===== config.mk =====
export PLATFORM = sky130hd
export DESIGN_NAME = junction_phase_arbiter
export DESIGN_NICKNAME = d
export VERILOG_FILES = /design/src/rtl/junction_phase_arbiter_pkg.sv /design/src/rtl/junction_phase_arbiter_rr_phase_pick.sv /design/src/rtl/junction_phase_arbiter.sv
export SDC_FILE = /design/constraint.sdc
export NUM_CORES = 1
export LEC_CHECK = 0
export CORE_MARGIN = 2
export CORE_UTILIZATION = 35
export CTS_CLUSTER_DIAMETER = 120
export CTS_CLUSTER_SIZE = 14
export DETAILED_ROUTE_END_ITERATION = 8
export HOLD_SLACK_MARGIN = 0.08
export PLACE_DENSITY = 0.63
export REMOVE_ABC_BUFFERS = 1
export SLEW_MARGIN = 20
export SYNTH_ARGS = -nofsm -noshare
export SYNTH_HDL_FRONTEND = slang
export SYNTH_SLANG_ARGS = --single-unit
export TNS_END_PERCENT = 100

===== constraint.sdc =====
create_clock -name clk -period 2.2 [get_ports clk]
set_input_delay 0.44 -clock clk [delete_from_list [all_inputs] [get_ports clk]]
set_output_delay 0.44 -clock clk [all_outputs]
set_load 0.01 [all_outputs]

===== src/rtl/junction_phase_arbiter_pkg.sv =====
// Shared definitions for the junction phase arbiter.
// Holds lamp codes, phase and state encodings, default timing constants,
// the packed lamp bundle type and the lamp decode helper used by the top.
package junction_phase_arbiter_pkg;

  // Lamp codes, one-hot {R,Y,G}
  localparam logic [2:0] LAMP_RED = 3'b100;
  localparam logic [2:0] LAMP_YEL = 3'b010;
  localparam logic [2:0] LAMP_GRN = 3'b001;

  // Default timing, in clk cycles
  localparam int unsigned DEF_T_MIN_GREEN = 7;
  localparam int unsigned DEF_T_MAX_GREEN = 20;
  localparam int unsigned DEF_T_YELLOW    = 3;
  localparam int unsigned DEF_T_ALLRED    = 2;

  typedef enum logic [1:0] {
    ST_GREEN  = 2'd0,
    ST_YELLOW = 2'd1,
    ST_ALLRED = 2'd2
  } state_e;

  typedef enum logic [1:0] {
    PH_MAIN = 2'd0,
    PH_TURN = 2'd1,
    PH_SIDE = 2'd2,
    PH_PED  = 2'd3
  } phase_e;

  typedef struct packed {
    logic [2:0] m1;
    logic [2:0] m2;
    logic [2:0] mt;
    logic [2:0] s;
    logic       walk;
    logic       ped_flash;
  } lamps_t;

  localparam lamps_t LAMPS_ALL_RED = {LAMP_RED, LAMP_RED, LAMP_RED, LAMP_RED, 1'b0, 1'b0};

  // Lamp pattern for a given state/phase; anything not GREEN/YELLOW is all red.
  function automatic lamps_t decode_lamps(input state_e st, input phase_e ph);
    lamps_t     l;
    logic [2:0] c;
    l = LAMPS_ALL_RED;
    c = (st == ST_GREEN) ? LAMP_GRN : LAMP_YEL;
    if ((st == ST_GREEN) || (st == ST_YELLOW)) begin
      case (ph)
        PH_MAIN: begin l.m1 = c; l.m2 = c; end
        PH_TURN: begin l.m1 = c; l.mt = c; end
        PH_SIDE: begin l.s = c; end
        PH_PED:  begin
          l.walk      = (st == ST_GREEN);
          l.ped_flash = (st == ST_YELLOW);
        end
        default: l = LAMPS_ALL_RED;
      endcase
    end else begin
      l = LAMPS_ALL_RED;
    end
    return l;
  endfunction

endpackage


===== src/rtl/junction_phase_arbiter_rr_phase_pick.sv =====
// Round-robin next-phase picker.
// Ports:
//   pend  - pending requests, one bit per phase (MAIN, TURN, SIDE, PED)
//   phase - phase currently being served
//   nxt   - first pending phase after 'phase', cyclic mod 4; 'phase' if none
module rr_phase_pick
  import junction_phase_arbiter_pkg::*;
(
  input  logic [3:0] pend,
  input  phase_e     phase,
  output phase_e     nxt
);

  logic [1:0] idx_s;
  logic       found_s;

  // Scan phase+1, phase+2, phase+3 and keep the first pending one.
  always_comb begin
    nxt     = phase;
    found_s = 1'b0;
    idx_s   = 2'd0;
    for (int unsigned k = 1; k < 4; k++) begin
      idx_s = phase + 2'(k);
      if (!found_s && pend[idx_s]) begin
        nxt     = phase_e'(idx_s);
        found_s = 1'b1;
      end else begin
        found_s = found_s;
      end
    end
  end

endmodule


===== src/rtl/junction_phase_arbiter.sv =====
// Four-phase junction arbiter: MAIN, TURN, SIDE and pedestrian (PED).
// Each phase runs GREEN -> YELLOW -> ALLRED; requests are latched in pend
// and served round-robin. MAIN rests in green when nothing is pending.
// Ports:
//   clk       - sole clock, one cycle per timing unit
//   rst       - asynchronous active-low reset
//   req[3:0]  - vehicle detectors: 0 MAIN, 1 TURN, 2 SIDE, 3 ignored
//   ped_btn   - pedestrian button, any-width pulse
//   light_*   - lamp codes {R,Y,G} for M1, M2, MT, S
//   walk      - walk lamp (PED green)
//   ped_flash - flashing don't-walk (PED yellow)
//   phase     - current phase
//   state     - current state (GREEN=0, YELLOW=1, ALLRED=2)
module junction_phase_arbiter
  import junction_phase_arbiter_pkg::*;
#(
  parameter int unsigned T_MIN_GREEN = DEF_T_MIN_GREEN,
  parameter int unsigned T_MAX_GREEN = DEF_T_MAX_GREEN,
  parameter int unsigned T_YELLOW    = DEF_T_YELLOW,
  parameter int unsigned T_ALLRED    = DEF_T_ALLRED
) (
  input  logic       clk,
  input  logic       rst,
  input  logic [3:0] req,
  input  logic       ped_btn,
  output logic [2:0] light_M1,
  output logic [2:0] light_M2,
  output logic [2:0] light_MT,
  output logic [2:0] light_S,
  output logic       walk,
  output logic       ped_flash,
  output logic [1:0] phase,
  output logic [1:0] state
);

  // Last timer value of each interval (timer counts from 0 on state entry).
  localparam logic [7:0] MIN_LAST = 8'(T_MIN_GREEN - 1);
  localparam logic [7:0] MAX_LAST = 8'(T_MAX_GREEN - 1);
  localparam logic [7:0] YEL_LAST = 8'(T_YELLOW - 1);
  localparam logic [7:0] AR_LAST  = 8'(T_ALLRED - 1);

  state_e     state_q,     state_d;
  phase_e     phase_q,     phase_d;
  phase_e     nxt_phase_q, nxt_phase_d;
  logic [7:0] timer_q,     timer_d;
  logic [3:0] pend_q,      pend_d;
  lamps_t     lamps_q,     lamps_d;

  logic [3:0] others_s;
  logic [3:0] pend_set_s;
  logic [3:0] pend_clr_s;
  logic       enter_green_s;
  logic       go_s;
  phase_e     cand_s;
  phase_e     pick_s;

  // Requests from phases other than the one being served.
  assign others_s = pend_q & ~(4'b0001 << phase_q);

  rr_phase_pick u_pick (
    .pend  (others_s),
    .phase (phase_q),
    .nxt   (pick_s)
  );

  // Next-state, timer and pend bookkeeping.
  always_comb begin
    state_d       = state_q;
    phase_d       = phase_q;
    nxt_phase_d   = nxt_phase_q;
    timer_d       = (timer_q == 8'hFF) ? timer_q : (timer_q + 8'd1);
    go_s          = 1'b0;
    cand_s        = PH_MAIN;
    enter_green_s = (state_q == ST_ALLRED) && (timer_q >= AR_LAST);

    case (state_q)
      ST_GREEN: begin
        if (|others_s) begin
          cand_s = pick_s;
          if (phase_q == PH_PED) begin
            go_s = (timer_q >= MIN_LAST);
          end else begin
            // ">=" on the max-out also releases a green whose timer has
            // already saturated while resting with no competitor.
            go_s = ((timer_q >= MIN_LAST) && !req[phase_q]) || (timer_q >= MAX_LAST);
          end
        end else if (phase_q != PH_MAIN) begin
          cand_s = PH_MAIN;
          go_s   = (timer_q >= MIN_LAST);
        end else begin
          go_s = 1'b0;
        end
        if (go_s) begin
          state_d     = ST_YELLOW;
          timer_d     = 8'd0;
          nxt_phase_d = cand_s;
        end else begin
          state_d = ST_GREEN;
        end
      end
      ST_YELLOW: begin
        if (timer_q >= YEL_LAST) begin
          state_d = ST_ALLRED;
          timer_d = 8'd0;
        end else begin
          state_d = ST_YELLOW;
        end
      end
      ST_ALLRED: begin
        if (enter_green_s) begin
          state_d = ST_GREEN;
          timer_d = 8'd0;
          phase_d = nxt_phase_q;
        end else begin
          state_d = ST_ALLRED;
        end
      end
      default: begin
        state_d = ST_ALLRED;
        timer_d = 8'd0;
      end
    endcase

    // The served phase cannot re-request itself; entering green clears its
    // bit and the clear beats a set arriving in the same cycle.
    pend_set_s = {ped_btn, req[2:0]} &
                 ~((state_q == ST_GREEN) ? (4'b0001 << phase_q) : 4'b0000);
    pend_clr_s = enter_green_s ? (4'b0001 << nxt_phase_q) : 4'b0000;
    pend_d     = (pend_q | pend_set_s) & ~pend_clr_s;

    // Lamps are decoded from the next state so the registered lamps line up
    // with the registered state/phase.
    lamps_d = decode_lamps(state_d, phase_d);
  end

  // All state and output registers.
  always_ff @(posedge clk or negedge rst) begin
    if (!rst) begin
      state_q     <= ST_ALLRED;
      phase_q     <= PH_MAIN;
      nxt_phase_q <= PH_MAIN;
      timer_q     <= 8'd0;
      pend_q      <= 4'b0000;
      lamps_q     <= LAMPS_ALL_RED;
    end else begin
      state_q     <= state_d;
      phase_q     <= phase_d;
      nxt_phase_q <= nxt_phase_d;
      timer_q     <= timer_d;
      pend_q      <= pend_d;
      lamps_q     <= lamps_d;
    end
  end

  assign light_M1  = lamps_q.m1;
  assign light_M2  = lamps_q.m2;
  assign light_MT  = lamps_q.mt;
  assign light_S   = lamps_q.s;
  assign walk      = lamps_q.walk;
  assign ped_flash = lamps_q.ped_flash;
  assign phase     = phase_q;
  assign state     = state_q;

endmodule


==> run summary <==
Max Clk Rate - 0.4747 GHz
clk_lat worst skew - 0.29 ns
syn avg cell area - 10.07 µm²
fin crit period - 2.107 ns
Vias - 1,426
Die Area - 0.005647 mm²
Overall Power - 0.003509 W
CP Launch Type - flip-flop
CP arrival - 2.28 ns
Post-synth top flop - dfrtp_1
Sw Pwr - 0.001415 W
PwrDens - 1510 mW/mm²
Logic pwr share - 56.3%
commonest non-fill, non-tap cell in the layout - dfrtp_1
cell accounting for the most synthesized area - dfrtp_1
Setup Skew - 0.01010 ns
status - completed
Worst R2R Path Depth - 7
final setup fails - 0
die width - 75.15 µm
ANT cells - 0
hold path start - pend_q[1]
clk buf depth - 2
CTS Hold Bufs - 0
clock root cell - clkbuf_8
Buf+Inv Stages, Crit Path - 1
Yosys cell types - 51
Initial DRT Pass Iterations - 4
CP max stage delay - 0.47 ns
first-pass GRT wire length - 6.085 mm
Multi-input gate area - 910.9 µm²
Gate Count Post-Synth - 176
largest net degree at the start of global routing - 33
post-synthesis async set-or-reset flop share - 100.0%
total gr overflow - 0
Reg power frac - 27.7%
clock share of power - 16.0%
final worst-path cycle share - 95.76%
synthesis-to-finish area growth - 31.14%
TNS Setup - 0 ns
worst r2r src - timer_q[0]
worst reg-to-reg setup slack - 0.09 ns
Vias/cell - 4.969
Max Slew Vio Count - 0
hold endpoint - pend_q[1]
sequential area share after synthesis - 45.55%
commonest non-fill, non-tap cells in the layout - 27 x dfrtp_1, 24 x clkdlybuf4s50_1, 22 x nor2_1
WP data required - 2.38 ns
H-tree levels - 2
Synth Register Bits - 32
worst-margin pin slew - 0.6581 ns
core area - 0.004817 mm²
cell area after synthesis - 0.001772 mm²
CP Max Fanout - 7
post-CTS setup repair buffer count - 0
Sequential cell area - 807.0 µm²
Final Hold Violating Endpoints - 0
Placement Cell Area - 0.002207 mm²
FILL cells - 484
Setup Crit Path Kind - reg2reg
Post-synth EDFFs - 0
hold depth - 2
Area contributors post-synth - dfrtp_1 38%, dfstp_2 7.4%, ha_1 5.6%, nor2_1 4.7%, a21oi_1 2.8%
CTS sink count - 32
P_int - 0.002094 W
GRT Overall Usage - 14.60%
RSZ-0062 raised after global routing - false
Max Cap Viol - 0
buffers added on ports - 24
Final nets - 234
Boundary Pins - 25
initial antenna violation count - 0
Synth top area share - 38.14%
drt drc - 0
vias in the first global route - 1,259
post-CTS sizing - 0
crit-path leading delay family - simple AND/OR/NAND/NOR gates
Leak - 1.024 nW
post-route cell area - 0.002323 mm²
share of cells above drive strength 1 - 23.18%
min-delay worst type - reg2reg
Crit. End Element - flip-flop
initial DRC count - 42
Syn. warnings - 0
Critical Path, Cell by Cell - ha_1 -> nor4b_1 -> a21oi_1 -> buf_4 -> mux2i_1 -> nand2b_2 -> nor2_1
CTS buffer count - 5
Peak VDD IR - 673.5 µV
sw frac - 40.32%
wire length per cell - 13.17 µm
FF-to-FF End - light_M1[1]
Detailed Route WL - 3.780 mm
Site Rows - 25
Final ANT Viol Nets - 0
Reg clk slew, reported paths - 0.07 ns
Chip Height - 75.15 µm
Initial Util - 36.78%
routability cong. - 0.8774
Post-DP HPWL - 2.752 mm
CTS tree - yes
slew margin rel. - 56.12%
Slowest-stage cell, CP - nor4b_1
## area by class of cell
class	instances	area share, %
clock buffers	5	2.962
inverters	7	1.185
clock inverters	3	1.831
well taps	67	3.608
flip-flops and latches	32	34.73
multi-input cells	130	39.20
repair buffers	43	16.48
## power by group through the flow
stage	Sequential (W)	Clock, W	Combinational [W]
final	0.000971	0.000563	0.00197
after global placement	0.000979	0	0.00194
after global routing	0.00100	0.000607	0.00217
after floorplan	0.00106	0	0.00110
after CTS	0.000971	0.000578	0.00195
after detailed placement	0.000983	0	0.00194
## cells in the mapped netlist, drive strengths merged (5+ instances only)
library cell / instances
nor3b: 5
nand2: 10
a21oi: 10
inv: 5
dfrtp: 27
nand2b: 7
and3: 5
ha: 8
nor2: 22
dfstp: 5
o21ai: 11
nor3: 9
## worst max-delay path by stage
| stage | from | slack [ns] | cells past startpoint | endpoint |
|---|---|---|---|---|
| 3_3_place_gp | req[1] | 0.10 | 5 | nxt_phase_q[0] |
| 5_1_grt | timer_q[0] | 0.01 | 7 | light_M1[1] |
| 2_1_floorplan | phase[1] | 0.03 | 7 | nxt_phase_q[0] |
| 4_1_cts | phase[1] | 0.03 | 7 | timer_q[7] |
| 6_report | timer_q[0] | 0.09 | 7 | light_M1[1] |
| 3_5_place_dp | phase[1] | 0.04 | 7 | timer_q[7] |
## worst min-delay path: stages, from the launching register on
cell     delay, ns
dfrtp_1       0.35
a21oi_1       0.04
nor2_1        0.08
## state kept, by name, indices dropped and copies added, names as in the netlist
name	count
timer_q	8
pend_q	4
light_M1	3
light_M2	3
light_MT	3
light_S	3
nxt_phase_q	2
phase	2
state	2
ped_flash	1
walk	1
## layer usage
layer | up-vias | GRT usage [%] | share of wire, %
li1 | 714 | - | -
met1 | 662 | 21.09 | 50
met2 | 46 | 20.96 | 44
met3 | 4 | 3.614 | 4.7
met4 | 0 | 5.848 | 1.2
met5 | - | 0 | 0
## per-stage QoR
| stage | std cells | setup WS (ns) | hold WS [ns] | utilization, % |
|---|---|---|---|---|
| 2_1_floorplan | 169 | 0.03256 | 0.1444 | - |
| 3_3_place_gp | 279 | 0.1026 | 0.4893 | 45.82 |
| 3_5_place_dp | 279 | 0.03790 | 0.4995 | 45.82 |
| 4_1_cts | 287 | 0.03140 | 0.5184 | 48.13 |
| 5_1_grt | 287 | 0.01271 | 0.5497 | 48.23 |
| 6_report | 287 | 0.09325 | 0.5114 | 48.23 |
## logic make-up after synthesis
| kind of cell | Yosys count | synth area share [%] |
|---|---|---|
| simple gates | 77 | 24.15 |
| buf+inv | 14 | 3.319 |
| flops | 32 | 45.55 |
| mux | 6 | 4.237 |
| fa+ha+maj | 8 | 5.650 |
| xor+xnor | 4 | 1.978 |
| compound gates | 35 | 15.11 |
No activity file was read; power rests on OpenSTA's default activity.
